==> config.mk <==
export PLATFORM = sky130hd
export DESIGN_NAME = iob_fifo_sync_asym_ctrl
export DESIGN_NICKNAME = d
export VERILOG_FILES = /design/src/rtl/iob_fifo_sync_asym_ctrl.sv
export SDC_FILE = /design/constraint.sdc
export NUM_CORES = 1
export LEC_CHECK = 0
export CORE_MARGIN = 4
export CORE_UTILIZATION = 30
export CTS_CLUSTER_DIAMETER = 120
export CTS_CLUSTER_SIZE = 14
export DETAILED_ROUTE_END_ITERATION = 12
export PLACE_DENSITY = 0.82
export SLEW_MARGIN = 5
export SYNTH_ARGS = -nofsm -noshare
export SYNTH_HDL_FRONTEND = slang
export SYNTH_SLANG_ARGS = --single-unit
==> constraint.sdc <==
create_clock -name clk_i -period 3.21 [get_ports clk_i]
set_clock_uncertainty 0.1 [all_clocks]
set_input_delay 0.321 -clock clk_i [delete_from_list [all_inputs] [get_ports clk_i]]
set_output_delay 0.321 -clock clk_i [all_outputs]
set_load 0.03 [all_outputs]
==> src/rtl/iob_fifo_sync_asym_ctrl.sv <==
// Synchronous FIFO controller for an asymmetric-width two-port RAM.
// Owns the write/read pointers and the occupancy counter; the RAM only stores data.
module iob_fifo_sync_asym_ctrl #(
    parameter int unsigned W_DATA_W = 32,
    parameter int unsigned R_DATA_W = 8,
    parameter int unsigned ADDR_W   = 4,
    localparam int unsigned MAXDATA_W  = (W_DATA_W > R_DATA_W) ? W_DATA_W : R_DATA_W,
    localparam int unsigned MINDATA_W  = (W_DATA_W > R_DATA_W) ? R_DATA_W : W_DATA_W,
    localparam int unsigned RATIO_LOG2 = $clog2(MAXDATA_W / MINDATA_W),
    localparam int unsigned W_ADDR_W   = (W_DATA_W > R_DATA_W) ? ADDR_W - RATIO_LOG2 : ADDR_W,
    localparam int unsigned R_ADDR_W   = (R_DATA_W > W_DATA_W) ? ADDR_W - RATIO_LOG2 : ADDR_W
) (
    input  logic                clk_i,
    input  logic                rst_i,
    input  logic                w_en_i,
    input  logic [W_DATA_W-1:0] w_data_i,
    output logic                w_full_o,
    input  logic                r_en_i,
    output logic [R_DATA_W-1:0] r_data_o,
    output logic                r_empty_o,
    output logic [ADDR_W:0]     level_o,
    output logic                ext_mem_w_en_o,
    output logic [W_ADDR_W-1:0] ext_mem_w_addr_o,
    output logic [W_DATA_W-1:0] ext_mem_w_data_o,
    output logic                ext_mem_r_en_o,
    output logic [R_ADDR_W-1:0] ext_mem_r_addr_o,
    input  logic [R_DATA_W-1:0] ext_mem_r_data_i
);

    localparam int unsigned LVL_W  = ADDR_W + 1;
    localparam int unsigned W_INCR = W_DATA_W / MINDATA_W;
    localparam int unsigned R_INCR = R_DATA_W / MINDATA_W;
    localparam int unsigned DEPTH  = 2 ** ADDR_W;

    localparam logic [LVL_W-1:0] FULL_THR  = LVL_W'(DEPTH - W_INCR);
    localparam logic [LVL_W-1:0] EMPTY_THR = LVL_W'(R_INCR);

    logic [W_ADDR_W-1:0] w_ptr, w_ptr_nxt;
    logic [R_ADDR_W-1:0] r_ptr, r_ptr_nxt;
    logic [LVL_W-1:0]    level, level_nxt;
    logic [LVL_W-1:0]    w_inc, r_dec;
    logic                w_acc, r_acc;

    // Flags depend only on the registered level, never on the requests.
    assign w_full_o  = level > FULL_THR;
    assign r_empty_o = level < EMPTY_THR;
    assign level_o   = level;

    assign w_acc = w_en_i & ~w_full_o;
    assign r_acc = r_en_i & ~r_empty_o;

    assign ext_mem_w_en_o   = w_acc;
    assign ext_mem_w_addr_o = w_ptr;
    assign ext_mem_w_data_o = w_data_i;
    assign ext_mem_r_en_o   = r_acc;
    assign ext_mem_r_addr_o = r_ptr;
    assign r_data_o         = ext_mem_r_data_i;

    // Next pointers and net occupancy change; flags guarantee no wrap of level.
    always_comb begin
        w_ptr_nxt = w_ptr;
        r_ptr_nxt = r_ptr;
        w_inc     = '0;
        r_dec     = '0;
        if (w_acc) begin
            w_ptr_nxt = w_ptr + W_ADDR_W'(1);
            w_inc     = LVL_W'(W_INCR);
        end
        if (r_acc) begin
            r_ptr_nxt = r_ptr + R_ADDR_W'(1);
            r_dec     = LVL_W'(R_INCR);
        end
        level_nxt = level + w_inc - r_dec;
    end

    always_ff @(posedge clk_i) begin
        if (rst_i) begin
            w_ptr <= '0;
            r_ptr <= '0;
            level <= '0;
        end else begin
            w_ptr <= w_ptr_nxt;
            r_ptr <= r_ptr_nxt;
            level <= level_nxt;
        end
    end

endmodule
---- Word level (Yosys, flattened, before mapping) ----
Index checks and enable logic that the tools add are counted.
cells by class
  bitwise gates (word level) .............. 4
  order comparisons ....................... 2
  multiplexer cells ....................... 2
  $add $sub $neg .......................... 4
operators by type and width
  operator                                                                         count
  5-bit adder                                                                      1
  5-bit by 4-bit greater-than comparator with 1-bit output, second input constant  1
  5-bit by 1-bit less-than comparator with 1-bit output, second input constant     1
  5-bit subtractor                                                                 1
  4-bit by 1-bit adder with 4-bit output, second input constant                    1
  3-bit two-way mux                                                                1
  2-bit by 1-bit adder with 2-bit output, second input constant                    1
  1-bit AND                                                                        2
  1-bit inverter                                                                   2
  1-bit two-way mux                                                                1
word-level totals
  register bits after elaboration ......... 11
  logic and storage cells ................. 15
  input port bits ......................... 44

---- Depth between registers and ports, before layout ----
  word-level depth ........................ 6
  depth in mapped cells ................... 12

---- Least setup slack after synthesis ----
Ideal clock, no wire load.
  path type ............................... flip-flop to flip-flop
  start ................................... register level[3], in the netlist level_o[3]
  end ..................................... register level[4], in the netlist level_o[4]
  arrival ................................. 2.847 ns
  required time ........................... 2.989 ns
  path buffers ............................ 0
  slack ................................... 0.143 ns
  setup time .............................. 0.121 ns
  stages on the path, launching flop included .. 10
  period minus slack after synthesis ...... 3.067 ns
  path through ............................ dfxtp_1 > or3b_4 > a311oi_4 > inv_1 > ha_1 > inv_1 > ha_1 > a21o_1 > a21oi_1 > mux2_2
on the way
  longest elaborated chain between the ends .. 6
  elaborated cells on any way between the ends .. 10
  classes of those cells .................. 2 x add/sub; 2 x order compare; 2 x mux; 4 x bitwise
ends and longest elaborated chain
  what                                                      RTL line  source
  start: declaration                                        40        logic [LVL_W-1:0] level, level_nxt;
  start signal: assignment                                  84        level <= level_nxt;
  5-bit by 4-bit greater-than comparator with 1-bit output  45        assign w_full_o = level > FULL_THR;
  1-bit inverter                                            49        assign w_acc = w_en_i & ~w_full_o;
  1-bit AND                                                 49
  net ext_mem_w_en_o                                        22        output logic ext_mem_w_en_o,
  3-bit two-way mux                                         65        if (w_acc) begin
  5-bit adder                                               73        level_nxt = level + w_inc - r_dec;
  5-bit subtractor                                          73
The timed path passes the listed nets, and every way through them passes these cells.
A chain may end at the register's enable or synchronous reset.

---- Worst setup path in the final report ----
  start ................................... register level[3], in the netlist level_o[3]
  end ..................................... register level[4], in the netlist level_o[4]
on the way
  longest elaborated chain between the ends .. 6
  elaborated cells on any way between the ends .. 10
  classes of those cells .................. 2 x add/sub; 2 x order compare; 2 x mux; 4 x bitwise
ends and longest elaborated chain
  what                                                      RTL line
  5-bit by 4-bit greater-than comparator with 1-bit output  45
  1-bit inverter                                            49
  1-bit AND                                                 49
  3-bit two-way mux                                         65
  5-bit adder                                               73
  5-bit subtractor (*)                                      73
Every way passes the cells marked *; elsewhere a longest branch is shown, timed or not.

==> impl_metrics.toml <==
[placement]
io_buffer_count = 18
pre_cts_ws_ns = 0.439
dp_hpwl_um = 1290
place_congestion = 0.754

[floorplanning]
die_x_um = 66.1
ios = 99
die-area_mm2 = 0.00436
core_mm2 = 0.00313
start_util = 0.323
die_h_um = 66.1
rows = 20

[power_and_ir_drop]
pwr_density_cell_mw_per_mm2 = 1010
p_leak_nw = 0.399
ir_worst_vdd_mv = 0.342

[synthesis]
synth.ff_latch_count = 11
synth_area_mm2 = 0.00101
syn_inst = 117
synth_top_area_frac = 0.297
synthDistinctLibCells = 25
synth_top_cell_by_area = "buf_4"
synth_nets = 171
yosys_warnings = 0
syn_area_per_cell_um2 = 8.64
synthTopCellsByArea = "buf_4 30%, dfxtp_1 22%, ha_1 11%"
synth_seq_area_share = 0.218

[detailed_routing]
dr.pass1.iters = 4
detail_route.wl_per_cell_um = 11.6
drtIter0Drc = 20
via_per_inst = 4.48
ant_nets = 0
routed_wl_um = 1640
vias = 636
drc = 0

[critical_path]
crit_start = "level_o[3]"
critPathMaxFanout = 4
r2r_slack_ns = 0.44
cp-start-kind = "register"
timing.rr.start = "level_o[3]"
critPathArrivalTime_ns = 2.83
critPathKind = "register to register"
end_kind = "register"
rr_worst_depth = 9
r2r-end = "level_o[4]"
cp.required_ns = 3.27
crit_path_end = "level_o[4]"

[finish]
multiInputGateArea_um2 = 434
layout_common_cells = "18 x clkdlybuf4s50_1, 14 x inv_1, 11 x dfxtp_1"
fill_cells = 331
postLayoutCoreUtil = 0.310
area_delta_synth_final_pct = -4.21
final_nets = 153
n_antenna_cell = 0
seq_area_um2 = 220
layout_commonest_cell = "clkdlybuf4s50_1"
drive_gt1_frac = 0.102

[global_routing]
antenna_found_initial = 0
grt_pass1_vias = 688
grt_pass1_wl_um = 3000
track_usage = 0.0886
globalRouteOverflowTotal = 0
grt_max_degree = 16

[timing]
period_share = 0.862
finalHoldViolCount = 0
rsz0062_at_grt = "false"
max_freq_mhz = 361
setup_violations = 0
min_period_ns = 2.77
maxSlewViolCount = 0
fin_ws_ns = 0.444
fin_setup_tns_ns = 0
worstMarginPinSlew_ns = 0.508
max_slew_margin = 0.661

[hold_path]
hp-class = "register to register"

[clock_network]
cts_tree = "yes"
ctsLongestPathBuffers = 2
clk_pin_slew_ns = 0.08
clockRootBuffer = "clkbuf_4"
cts-htree-levels = 1
clock_sinks = 11
cts_setup_buffers = 0
cts_resized = 0
hold_buffers = 0
cts_buffers = 3
clkLatencyLatePin_ns = 0.28

[run]
maxCapViolCount = 0

[status]
status = "finished, final reports clean"
[metal layers]
metal / wire length (um) / GRT usage / vias up
met4: 35 / 0.0431 / 0
met5: 0 / 0 / -
met2: 793 / 0.158 / 24
met1: 640 / 0.0837 / 297
li1: - / - / 308
met3: 173 / 0.0442 / 7
[power breakdown]
part           total [mW]  switching, mW  internal (mW)
registers           0.239         0.0594          0.180
logic               0.634          0.348          0.286
clock network       0.100         0.0518         0.0482
[cells in the mapped netlist]
library cell and number:
inv_1 14, nor4b_2 1, a21o_1 1, or4_1 2, and2_1 1, mux2_2 3, buf_4 40, xor2_1 1
nor2_1 8, o41ai_1 1, nor2b_1 6, mux2_4 1, a311oi_4 1, clkbuf_1 1, a2111o_1 1, nor4_1 1
fa_1 1, dfxtp_1 11, nand3_1 2, or3b_4 1, o31ai_1 3, nand2_1 2, a21oi_1 4, ha_1 9
a311oi_1 1
[flip-flops by register name (all words and copies together), names as in the netlist]
register	count
ext_mem_r_addr_o	4
level_o	5
ext_mem_w_addr_o	2
[metrics by stage]
stage                     hold slack [ns]  total power [mW]  instance area (um^2)  instances
after global routing                0.441              1.07                   968        142
after CTS                           0.395             0.983                   968        142
after detailed placement            0.385             0.882                   942        138
final                               0.392             0.974                   968        142
after global placement              0.373             0.867                   942        138
after floorplan                     0.443             0.766                  1010        117
[worst min path at each step]
stage | startpoint | to | cells after the start
2_1_floorplan | rst_i | ext_mem_r_addr_o[2] | 2
3_3_place_gp | ext_mem_r_addr_o[3] | ext_mem_r_addr_o[3] | 2
3_5_place_dp | ext_mem_r_addr_o[3] | ext_mem_r_addr_o[3] | 2
4_1_cts | ext_mem_r_addr_o[3] | ext_mem_r_addr_o[3] | 2
5_1_grt | ext_mem_r_addr_o[3] | ext_mem_r_addr_o[3] | 2
6_report | ext_mem_r_addr_o[3] | ext_mem_r_addr_o[3] | 2
[cell type report]
type	count	area share
repair buffers	18	0.186
clock buffers	4	0.0271
inverters	14	0.0543
well taps	44	0.0568
flip-flops and latches	11	0.227
multi-input cells	51	0.448
[worst max-delay path, cell delays in order (launching register included)]
cell and delay, ns:
dfxtp_1 0.39, or3b_4 0.42, a311oi_4 0.35, inv_1 0.08, ha_1 0.33, inv_1 0.05, ha_1 0.26, a21o_1 0.17
a21oi_1 0.15, mux2_2 0.35
[logic make-up after synthesis]
| group | Yosys count | synth area share |
|---|---|---|
| AO/OA/AOI/OAI | 12 | 0.104 |
| multiplexers | 4 | 0.0483 |
| AND/OR/NAND/NOR | 24 | 0.137 |
| XOR/XNOR | 1 | 0.00866 |
| adder cells (fa/ha/maj) | 10 | 0.131 |
| flip-flops | 11 | 0.218 |
| buffers and inverters | 55 | 0.353 |
Power figures use the tool's default switching activity.
